--- src/rtl/start_control_pkg.sv ---
// start_control_pkg: shared state encoding and default timing for the start controller
package start_control_pkg;
  localparam int DEF_POR_CYCLES = 16;
  localparam int DEF_STRT2_CYCLES = 8;
  localparam int DEF_DEBOUNCE = 4;
  localparam int DEF_SBY_HOLD = 32;
  typedef enum logic [2:0] {ST_OFF, ST_S1, ST_S2, ST_GO, ST_RUN, ST_STBY} state_t;
endpackage

--- src/rtl/start_if.sv ---
// start_if: panel/supply inputs and start/pulse outputs of the start controller
interface start_if;
  logic pwr_ok, alarm, sby_btn, mstrt_btn, mstp_sw;
  logic strt1, strt2, goj1, alga, mstrtp, sby, mstp, run;
  modport master (
    output pwr_ok, alarm, sby_btn, mstrt_btn, mstp_sw,
    input  strt1, strt2, goj1, alga, mstrtp, sby, mstp, run
  );
  modport slave (
    input  pwr_ok, alarm, sby_btn, mstrt_btn, mstp_sw,
    output strt1, strt2, goj1, alga, mstrtp, sby, mstp, run
  );
endinterface

--- src/rtl/start_debounce.sv ---
// start_debounce: 2-flop synchronizer followed by a consecutive-sample debouncer
module start_debounce #(
  parameter int DEBOUNCE = 4
) (
  input  logic clk,
  input  logic rst,
  input  logic raw,
  output logic level
);
  localparam int CW = $clog2(DEBOUNCE + 1);
  logic [1:0] sync;
  logic [CW-1:0] cnt;
  logic hit;
  assign hit = cnt == CW'(DEBOUNCE - 1);
  always_ff @(posedge clk or posedge rst)
    if (rst) begin
      sync <= '0;
      cnt <= '0;
      level <= 1'b0;
    end else begin
      sync <= {sync[0], raw};
      level <= (sync[1] != level && hit) ? sync[1] : level;
      cnt <= (sync[1] == level || hit) ? '0 : cnt + 1'b1;
    end
endmodule

--- src/rtl/start_control.sv ---
// start_control: power-on start sequencer with standby, alarm restart and panel pulses
module start_control
  import start_control_pkg::*;
#(
  parameter int POR_CYCLES = DEF_POR_CYCLES,
  parameter int STRT2_CYCLES = DEF_STRT2_CYCLES,
  parameter int DEBOUNCE = DEF_DEBOUNCE,
  parameter int SBY_HOLD = DEF_SBY_HOLD
) (
  input logic sim_clk,
  input logic sim_rst,
  start_if.slave bus
);
  localparam int CNT_W = $clog2(POR_CYCLES + STRT2_CYCLES + SBY_HOLD) + 1;
  state_t state, nxt;
  logic [CNT_W-1:0] cnt, cnt_n;
  logic [1:0] pwr_s;
  logic [2:0] alm_s;
  logic sby_db, mstrt_db, mstp_db, sby_q, mstrt_q;
  logic pwr, alarm_rise, sby_rise, mstrt_rise, in_run, alga_n;
  start_debounce #(.DEBOUNCE(DEBOUNCE)) u_sby (.clk(sim_clk), .rst(sim_rst), .raw(bus.sby_btn), .level(sby_db));
  start_debounce #(.DEBOUNCE(DEBOUNCE)) u_mstrt (.clk(sim_clk), .rst(sim_rst), .raw(bus.mstrt_btn), .level(mstrt_db));
  start_debounce #(.DEBOUNCE(DEBOUNCE)) u_mstp (.clk(sim_clk), .rst(sim_rst), .raw(bus.mstp_sw), .level(mstp_db));
  assign pwr = pwr_s[1];
  assign alarm_rise = alm_s[1] & ~alm_s[2];
  assign sby_rise = sby_db & ~sby_q;
  assign mstrt_rise = mstrt_db & ~mstrt_q;
  assign in_run = pwr && state == ST_RUN;
  assign alga_n = in_run && alarm_rise;
  always_ff @(posedge sim_clk or posedge sim_rst)
    if (sim_rst) begin
      state <= ST_OFF;
      cnt <= '0;
    end else begin
      state <= nxt;
      cnt <= cnt_n;
    end
  always_comb begin
    nxt = state;
    cnt_n = '0;
    case (state)
      ST_OFF: nxt = ST_S1;
      ST_S1: if (cnt == CNT_W'(POR_CYCLES - 1)) nxt = ST_S2; else cnt_n = cnt + 1'b1;
      ST_S2: if (cnt == CNT_W'(STRT2_CYCLES - 1)) nxt = ST_GO; else cnt_n = cnt + 1'b1;
      ST_GO: nxt = ST_RUN;
      ST_RUN: if (sby_db) begin
        if (cnt == CNT_W'(SBY_HOLD - 1)) nxt = ST_STBY; else cnt_n = cnt + 1'b1;
      end
      ST_STBY: if (sby_rise) nxt = ST_S2;
      default: nxt = ST_OFF;
    endcase
    if (!pwr) begin
      nxt = ST_OFF;
      cnt_n = '0;
    end
  end
  // outputs are registered from the next state so they line up with the state register
  always_ff @(posedge sim_clk or posedge sim_rst)
    if (sim_rst) begin
      pwr_s <= '0;
      alm_s <= '0;
      sby_q <= 1'b0;
      mstrt_q <= 1'b0;
      bus.strt1 <= 1'b1;
      bus.strt2 <= 1'b0;
      bus.goj1 <= 1'b0;
      bus.alga <= 1'b0;
      bus.mstrtp <= 1'b0;
      bus.sby <= 1'b0;
      bus.mstp <= 1'b0;
      bus.run <= 1'b0;
    end else begin
      pwr_s <= {pwr_s[0], bus.pwr_ok};
      alm_s <= {alm_s[1:0], bus.alarm};
      sby_q <= sby_db;
      mstrt_q <= mstrt_db;
      bus.strt1 <= nxt == ST_OFF || nxt == ST_S1;
      bus.strt2 <= nxt == ST_S2;
      bus.goj1 <= nxt == ST_GO || alga_n;
      bus.alga <= alga_n;
      bus.mstrtp <= in_run && mstrt_rise;
      bus.sby <= nxt == ST_STBY;
      bus.mstp <= nxt == ST_RUN && mstp_db;
      bus.run <= nxt == ST_RUN;
    end
endmodule

--- src/flat_wrapper.sv ---
// flat-port wrapper written by rule: the top's interface ports become plain ports
module start_control_flat import start_control_pkg::*;
#(
  parameter int POR_CYCLES = DEF_POR_CYCLES,
  parameter int STRT2_CYCLES = DEF_STRT2_CYCLES,
  parameter int DEBOUNCE = DEF_DEBOUNCE,
  parameter int SBY_HOLD = DEF_SBY_HOLD
)
  (sim_clk, sim_rst, bus_pwr_ok, bus_alarm, bus_sby_btn, bus_mstrt_btn, bus_mstp_sw, bus_strt1, bus_strt2, bus_goj1, bus_alga, bus_mstrtp, bus_sby, bus_mstp, bus_run);
  start_if bus_i ();
  input logic sim_clk;
  input logic sim_rst;
  input wire logic [$bits(bus_i.pwr_ok)-1:0] bus_pwr_ok;
  input wire logic [$bits(bus_i.alarm)-1:0] bus_alarm;
  input wire logic [$bits(bus_i.sby_btn)-1:0] bus_sby_btn;
  input wire logic [$bits(bus_i.mstrt_btn)-1:0] bus_mstrt_btn;
  input wire logic [$bits(bus_i.mstp_sw)-1:0] bus_mstp_sw;
  output wire logic [$bits(bus_i.strt1)-1:0] bus_strt1;
  output wire logic [$bits(bus_i.strt2)-1:0] bus_strt2;
  output wire logic [$bits(bus_i.goj1)-1:0] bus_goj1;
  output wire logic [$bits(bus_i.alga)-1:0] bus_alga;
  output wire logic [$bits(bus_i.mstrtp)-1:0] bus_mstrtp;
  output wire logic [$bits(bus_i.sby)-1:0] bus_sby;
  output wire logic [$bits(bus_i.mstp)-1:0] bus_mstp;
  output wire logic [$bits(bus_i.run)-1:0] bus_run;
  assign bus_i.pwr_ok = bus_pwr_ok;
  assign bus_i.alarm = bus_alarm;
  assign bus_i.sby_btn = bus_sby_btn;
  assign bus_i.mstrt_btn = bus_mstrt_btn;
  assign bus_i.mstp_sw = bus_mstp_sw;
  assign bus_strt1 = bus_i.strt1;
  assign bus_strt2 = bus_i.strt2;
  assign bus_goj1 = bus_i.goj1;
  assign bus_alga = bus_i.alga;
  assign bus_mstrtp = bus_i.mstrtp;
  assign bus_sby = bus_i.sby;
  assign bus_mstp = bus_i.mstp;
  assign bus_run = bus_i.run;
  start_control #(.POR_CYCLES(POR_CYCLES), .STRT2_CYCLES(STRT2_CYCLES), .DEBOUNCE(DEBOUNCE), .SBY_HOLD(SBY_HOLD)) u_core (.sim_clk(sim_clk), .sim_rst(sim_rst), .bus(bus_i));
endmodule
--- config.mk ---
export PLATFORM = sky130hd
export DESIGN_NAME = start_control_flat
export DESIGN_NICKNAME = d
export VERILOG_FILES = /design/src/rtl/start_control_pkg.sv /design/src/rtl/start_if.sv /design/src/rtl/start_debounce.sv /design/src/rtl/start_control.sv /design/src/flat_wrapper.sv
export SDC_FILE = /design/constraint.sdc
export NUM_CORES = 1
export LEC_CHECK = 0
export ABC_AREA = 1
export BUFFER_PORTS_ARGS = -buffer_cell sky130_fd_sc_hd__buf_2
export CORE_ASPECT_RATIO = 0.5
export CORE_MARGIN = 2
export CORE_UTILIZATION = 57
export DETAILED_ROUTE_END_ITERATION = 6
export PLACE_DENSITY = 0.82
export SYNTH_ARGS = -nofsm -noshare
export SYNTH_HDL_FRONTEND = slang
export SYNTH_SLANG_ARGS = --single-unit
--- constraint.sdc ---
create_clock -name sim_clk -period 1.45 [get_ports sim_clk]
set_input_delay 0 -clock sim_clk [delete_from_list [all_inputs] [get_ports sim_clk]]
set_output_delay 0 -clock sim_clk [all_outputs]
set_load 0.02 [all_outputs]
After elaboration in Yosys (flattened, before gate mapping)

Cells that the tools add are included.

Register bits: 43
Input port bits: 7
Output and inout bits: 8
Logic and storage cells: 85

Add/subtract/negate cells: 4
Equal/unequal tests: 22
Mux-type cells: 16
Bitwise operators: 6
Reduce and logical (&&, ||, !) cells: 14

Operators by type and width:

| kind                                                 | number |
|---|---|
| two-way mux 7 bit                                    | 5 |
| two-way mux 3 bit                                    | 9 |
| equality test 3 x 2 -> 1 bit (second input constant) | 7 |
| case mux 7 bit (3 select lines)                      | 1 |
| case mux 3 bit (6 select lines)                      | 1 |
| equality test 3 bit (second input constant)          | 4 |
| adder 3 x 1 -> 3 bit (second input constant)         | 3 |
| adder 7 x 1 -> 7 bit (second input constant)         | 1 |
| equality test 7 x 3 -> 1 bit (second input constant) | 1 |
| equality test 7 x 4 -> 1 bit (second input constant) | 1 |
| equality test 7 x 5 -> 1 bit (second input constant) | 1 |
| logical AND 1 bit                                    | 7 |
| equality test 3 x 1 -> 1 bit (second input constant) | 2 |
| zero test 3 bit                                      | 2 |
| logical OR 1 bit                                     | 5 |
| AND 1 bit                                            | 3 |
| equality test 1 bit                                  | 3 |
| inequality test 1 bit                                | 3 |
| inverter 1 bit                                       | 3 |

Depth between registers and ports, before layout

Gate-level depths: netlist of run 1.

Depth after elaboration: 7
Mapped depth: 10
Mapped depth without buffers: 9

Modules after synthesis

Synthesis of run 1 repeated with hierarchy kept, for this count alone.

Cells, all modules: 191
Area total of the unflattened synthesis: 1776.7 µm²

Modules (own cells, without submodules):

| module         | instances | cells an instance | area each (µm²) | seq. area each (µm²) |
|---|---|---|---|---|
| start_control  | 1         | 128               | 1093.5          | 626.9 |
| start_debounce | 3         | 21                | 227.7           | 150.1 |

Worst setup path after synthesis of run 1

No wires, ideal clock.

Path kind: reg-to-reg
Start: reg u_core.cnt[0]
End: reg u_core.bus.goj1
Library setup time: 117 ps
Data arrival time: 1150 ps
Data required time: 1333 ps
Path slack: 183 ps
Cell stages (with the launch flop): 9
Path buffers: 0
Period minus slack after synthesis: 1267 ps
Path through: dfrtp_1 ha_1 nand3_4 nor2_4 nor2_1 nor2_2 nand2_2 nand2_1 nand2_1

Cells in the longest elaborated chain, start to end: 7
Elaborated cells between the ends (all ways): 11
Classes of those cells: eq/ne (4); mux (6); reduce/logical (1)

RTL lines:

| what                                | line                | source |
|---|---|---|
| from (decl)                         | start_control.sv:16 | `logic [CNT_W-1:0] cnt, cnt_n;` |
| from (signal assigned)              | start_control.sv:36 | `cnt <= cnt_n;` |
| equality test 7 x 5 -> 1 bit        | start_control.sv:47 | `if (cnt == CNT_W'(SBY_HOLD - 1)) nxt = ST_STBY; else cnt_n = cnt + 1'b1;` |
| two-way mux 3 bit                   | start_control.sv:47 |  |
| two-way mux 3 bit                   | start_control.sv:46 | `ST_RUN: if (sby_db) begin` |
| case mux 3 bit (6 select lines) (*) | start_control.sv:41 | `case (state)` |
| two-way mux 3 bit (*)               | start_control.sv:52 | `if (!pwr) begin` |
| equality test 3 x 2 -> 1 bit (*)    | start_control.sv:79 | `bus.goj1 <= nxt == ST_GO \|\| alga_n;` |
| logical OR 1 bit (*)                | start_control.sv:79 |  |
| to (signal assigned)                | start_control.sv:79 |  |
| to (decl)                           | start_if.sv:11      | `output strt1, strt2, goj1, alga, mstrtp, sby, mstp, run` |

Mark *: on every way between the ends. The rest lies on a longest branch, timed or not.
A chain may end at the register's enable or synchronous reset.

Worst setup path in the final report of run 1

Same ends and word-level chain as after synthesis.

==> impl_metrics.ini, run 1 <==
[synthesis]
netlist_top_cells_count = dfrtp_1, nor2_1, inv_1, nand2_1, nand3_1
synth_area_leaders = dfrtp_1, nor2_1, inv_1
synthArstFlopShare = 1.000
synth_area_um2 = 1767
synth_area_per_cell_um2 = 9.981
synth_cell_types = 25
postSynthCellCount = 177
synth_top_cell_area_share = 0.5949
ys_ff_latch = 43
synth_top_area_cell = dfrtp_1
synth-seq-area-share = 0.6098
synth_nets = 191
yosysWarnings = 0
synthFlopType = dfrtp_1
synth-edff-count = 0
yosysMostFrequentCell = dfrtp_1

[floorplan]
die_area_um2 = 3588
die_w_um = 82.74
io_pins = 15
core_um2 = 2978
die_y_um = 43.37
start_util = 0.5933
rows = 14

[pwr]
p_leak_uw = 0.001056
seqPwrFrac = 0.554
powerDensity_nw_per_um2 = 1276
power.share.clock = 0.300
comb_power_share = 0.147
switching_power_uw = 731.5
peakVddDrop_v = 0.0008779
swShare = 0.2760
internal_power_uw = 1919

[route]
vias = 1193
drc = 0
detail-route-antenna-nets = 0
wl_mm = 2.810
drt-initial-drc-count = 52
viasPerCell = 4.850
wl_per_cell_um = 11.42
firstDrtPassIters = 4

[grt]
grt_overflow = 0
grt_max_degree = 44
antenna_found_initial = 0
first_global_vias = 1204
grt.total_usage = 0.1942
grt_pass1_wl_mm = 4.933

[setup_path]
path_cells = ha_4, nand3_4, nor2_4, nor2_1, nor2_2, nand2_2, nand2_1, nand2_1
startpoint_type = flip-flop
crit_slowest_cell = dfrtp_1
required_ps = 1640
path_max_fanout = 5
r2r_start = u_core.cnt[0]$_DFF_PP0_
rr_endpoint = u_core.bus.goj1$_DFF_PP0_
setup.worst_path.end = u_core.bus.goj1$_DFF_PP0_
path_depth = 8
rrSetupSlack_ps = 80
worstSetupPathType = reg2reg
arrival_ps = 1550
critPathBufInv = 0
critical-path-max-stage-delay_ps = 410
crit_path_end_kind = flip-flop
cp_top_family = simple AND/OR/NAND/NOR gates
worstRegToRegCells = 8
crit_top_cell = nand2_1
startpoint = u_core.cnt[0]$_DFF_PP0_

[job]
maxCapViolations = 0

[timing]
min_period_over_period = 0.9425
fin_skew_ps = 5.584
worst_pin_slew_ps = 518.4
fin_setup_tns_ps = 0
rsz0062_at_grt = no
setup_viol = 0
fmax_mhz = 731.7
fin_crit_ps = 1367
hold_viol = 0
drv_slew = 0
timing.slew.headroom = 0.6544

[clock_network]
h-tree-depth = 2
clk_path_buf_depth = 2
clk_pin_slew_ps = 80
root_buffer = clkbuf_8
numCtsBuffers = 5
cts_sinks = 43
clock_latency_ps = 290
cts_tree = yes

[cells_and_area]
areaGrowthSynthToFinish_pct = 17.56
fin_nets = 219
fin_util = 0.6975
drive_gt1_frac = 0.2233
diodes = 0

[run_status]
status = completed

[hold_path]
hold_class = in2reg

[placed_design]
hpwl_mm = 1.907
gp_congestion = 0.8097
port_buffers = 14
==> per-layer routing <==
metal / up-vias / share of wire / track usage
li1: 595 / - / -
met1: 575 / 0.45 / 0.2278
met2: 16 / 0.49 / 0.3145
met3: 7 / 0.045 / 0.08542
met4: 0 / 0.020 / 0.08852
met5: - / 0 / 0
==> worst min-delay path by stage <==
stage	start	end	slack, ps	cells after the start
6_report	bus_alarm	u_core.alm_s[0]$_DFF_PP0_	340	2
5_1_grt	bus_sby_btn	u_core.u_sby.sync[0]$_DFF_PP0_	330	2
4_1_cts	bus_alarm	u_core.alm_s[0]$_DFF_PP0_	330	2
3_5_place_dp	bus_sby_btn	u_core.u_sby.sync[0]$_DFF_PP0_	110	1
3_3_place_gp	bus_pwr_ok	u_core.pwr_s[0]$_DFF_PP0_	110	1
2_1_floorplan	bus_alarm	u_core.alm_s[0]$_DFF_PP0_	30	0
==> area by class of cell <==
cell class,instances,area [um2]
Multi-Input combinational cell,102,588.1
Fill cell,226,900.9
Inverter,31,116.4
Tap cell,40,50.05
Timing Repair Buffer,22,145.1
Clock inverter,2,16.27
Sequential cell,43,1079
Clock buffer,6,82.58
==> state kept, by name, summed over array words and instances (netlist names), 2 cells and up <==
signal / flops
u_core.u_sby.sync: 2
u_core.u_sby.cnt: 3
u_core.pwr_s: 2
u_core.u_mstp.cnt: 3
u_core.u_mstp.sync: 2
u_core.u_mstrt.sync: 2
u_core.cnt: 7
u_core.alm_s: 3
u_core.state: 3
u_core.u_mstrt.cnt: 3
==> worst register-to-register path: cells and delay by family (launching register included) <==
kind	cells	cell delay, ps
simple gates	7	670
flops	1	410
fa+ha+maj	1	180
==> power by group through the flow <==
stage | sequential [uW] | clock [uW] | combinational [uW]
after floorplan | 1470 | 0 | 296
after detailed placement | 1490 | 0 | 371
after global placement | 1480 | 0 | 348
after global routing | 1500 | 870 | 474
after CTS | 1470 | 812 | 398
final | 1470 | 794 | 388
==> metrics by stage <==
step	power [uW]	cell area [um2]	hold slack, ps	std cells	setup slack (ps)
after floorplan	1763	1767	31.43	177	183.5
after global placement	1830	1889	107.4	231	110.2
after detailed placement	1863	1889	109.4	231	39.82
after CTS	2679	2048	332.0	245	34.21
after global routing	2839	2077	329.5	246	0.09615
final	2650	2077	339.5	246	83.34
==> timing repair <==
item	in CTS	in global routing
endpoints found under the hold margin	47	0
resized for setup	0	5
hold buffers	6	0
buffers inserted	0	1
endpoints found under the setup margin	0	10
==> logic make-up (layout without fill, tap and decap cells) <==
group / count (synthesis) / after routing / synth area share
AOI/OAI and AO/OA: 14 / 14 / 0.04178
adders and majority gates: 7 / 7 / 0.04957
xor gates and xnor gates: 4 / 4 / 0.01983
buffers and inverters: 32 / 61 / 0.06869
and+or+nand+nor: 77 / 77 / 0.2103
DFF: 43 / 43 / 0.6098
==> layout by cell type, fill, tap and decap left out, types with 2 or more instances in the layout <==
cell type      count
inv_2              5
ha_1               6
dfrtp_1           41
inv_1             26
nand2_2            3
buf_2             14
clkbuf_8           6
buf_4              2
a21oi_1            3
nand3_1           11
xor2_1             3
nor2_4             2
o21ai_0            8
o21ai_1            2
dlygate4sd3_1      6
nand2_1           19
nor2_1            31
nor2_2             3
nand3_2            2
(Power assumes the default switching activity.)
==> run 2, diff against run 1 <==
==> constraint.sdc (replaced) <==
create_clock -name sim_clk -period 1.3 [get_ports sim_clk]
set_input_delay 0 -clock sim_clk [delete_from_list [all_inputs] [get_ports sim_clk]]
set_output_delay 0 -clock sim_clk [all_outputs]
set_load 0.02 [all_outputs]
==> impl_metrics.ini, run 2 (synthesized netlist as in run 1, its figures left out) <==
[timing]
fmax_mhz = 750.9
min_period_over_period = 1.024
timing.slew.headroom = 0.6623
setup_viol = 3
fin_crit_ps = 1332
drv_slew = 0
worst_pin_slew_ps = 505.9
fin_skew_ps = 7.396
hold_viol = 0
rsz0062_at_grt = yes
fin_hold_ws_ps = 275.7
timing.final.ws_setup_ps = -31.77

[hold_path]
hold_class = in2async

[route]
vias = 1232
viasPerCell = 4.870
detail-route-antenna-nets = 0
wl_mm = 3.055
firstDrtPassIters = 4
drt-initial-drc-count = 79
drc = 0
wl_per_cell_um = 12.08

[clock_network]
numCtsBuffers = 5
clk_path_buf_depth = 2
clk_pin_slew_ps = 80
root_buffer = clkbuf_8
cts_sinks = 43
clock_latency_ps = 290
h-tree-depth = 2
cts_tree = yes

[job]
maxCapViolations = 0

[placed_design]
hpwl_mm = 2.254
place_inst = 238
port_buffers = 14
gp_congestion = 0.8273

[pwr]
peakVddDrop_v = 0.0009083
total_power_uw = 2937
p_leak_uw = 0.001102
powerDensity_nw_per_um2 = 1360

[floorplan]
die_area_um2 = 3588
io_pins = 15
rows = 14
die_y_um = 43.37
start_util = 0.5933
die_w_um = 82.74
core_um2 = 2978

[setup_path]
startpoint_type = flip-flop
worstRegToRegCells = 9
rrSetupSlack_ps = -30
arrival_ps = 1550
r2r_start = u_core.cnt[0]$_DFF_PP0_
path_max_fanout = 5
crit_path_end_kind = flip-flop
required_ps = 1520
worstSetupPathType = reg2reg
rr_endpoint = u_core.bus.sby$_DFF_PP0_

[cells_and_area]
drive_gt1_frac = 0.2911
final_cells = 253
diodes = 0
largest-register = u_core.cnt
num-fill-cells = 226
areaGrowthSynthToFinish_pct = 22.24
final_cell_mix = dfrtp_1, nor2_1, inv_1
fin_nets = 227
final_common_cell = dfrtp_1
largest_reg_flops = 7

[grt]
first_global_vias = 1244
grt_pass1_wl_mm = 5.382
grt_overflow = 0
grt.total_usage = 0.2060
grt_max_degree = 15
antenna_found_initial = 0

[run_status]
violations = setup timing
status = finished, violations left
## run 2: cell types whose count changed in the layout (fill, tap and decap cells not counted), moves of 3 or more
cell	change
a21oi_1	-3
buf_4	+8
nor2_1	-3
nor2_2	+3
o21ai_0	-4
o21ai_2	+5
## run 2: power breakdown
part           internal (uW)  switching (uW)
Clock                    367             428
Combinational            201             279
Sequential              1530             130
Total                   2100             837
## run 2: through the flow
step / util / setup WS, ps / setup TNS [ps] / cell area [um2]
2_1_floorplan: - / 33.48 / 0 / 1767
3_3_place_gp: 0.6521 / -14.19 / -22.08 / 1942
3_5_place_dp: 0.6521 / -46.87 / -298.1 / 1942
4_1_cts: 0.7113 / -9.101 / -16.07 / 2118
5_1_grt: 0.7252 / -124.4 / -1091 / 2160
6_report: 0.7252 / -31.77 / -66.08 / 2160
## run 2: timing repair
action / 4_1_cts / 5_1_grt
setup endpoints to repair: 10 / 21
setup buffers: 2 / 0
pin swaps: 2 / 3
hold endpoints to repair: 15 / 0
resized for setup: 5 / 14
hold buffers: 6 / 0
## run 2: how the worst max path moves through the flow
stage | startpoint | endpoint | slack [ps] | depth (start not counted)
final | u_core.cnt[0]$_DFF_PP0_ | u_core.bus.sby$_DFF_PP0_ | -30 | 9
after global routing | u_core.cnt[0]$_DFF_PP0_ | u_core.bus.sby$_DFF_PP0_ | -120 | 9
after CTS | u_core.cnt[1]$_DFF_PP0_ | u_core.bus.sby$_DFF_PP0_ | -9 | 9
after detailed placement | u_core.cnt[1]$_DFF_PP0_ | u_core.cnt[1]$_DFF_PP0_ | -50 | 6
after global placement | u_core.cnt[0]$_DFF_PP0_ | u_core.bus.goj1$_DFF_PP0_ | -10 | 8
after floorplan | u_core.cnt[0]$_DFF_PP0_ | u_core.bus.goj1$_DFF_PP0_ | 30 | 8
## run 2: worst max-delay path, stage by stage, from the launching register on
cell	delay [ps]
dfrtp_1	400
ha_4	170
nand3_4	120
nor2_1	140
nand2_1	60
nand2_1	70
inv_1	60
nand2_2	100
inv_2	40
nor2_1	100
## run 2: final cells by class
type | instances | area [um2] | share of cell area
clock inverters | 2 | 13.76 | 0.006373
well taps | 40 | 50.05 | 0.02317
inverters | 31 | 116.4 | 0.05388
multi-input cells | 102 | 628.1 | 0.2908
repair buffers | 30 | 205.2 | 0.09502
flip-flops and latches | 43 | 1077 | 0.4988
clock buffers | 5 | 68.82 | 0.03187
## run 2: routing by layer
| metal | vias to the layer above | global-route usage | share of wire |
|---|---|---|---|
| met2 | 15 | 0.3581 | 0.52 |
| met3 | 2 | 0.06875 | 0.023 |
| li1 | 610 | - | - |
| met1 | 605 | 0.2586 | 0.46 |
| met4 | 0 | 0.03934 | 0.0039 |
| met5 | - | 0 | 0 |
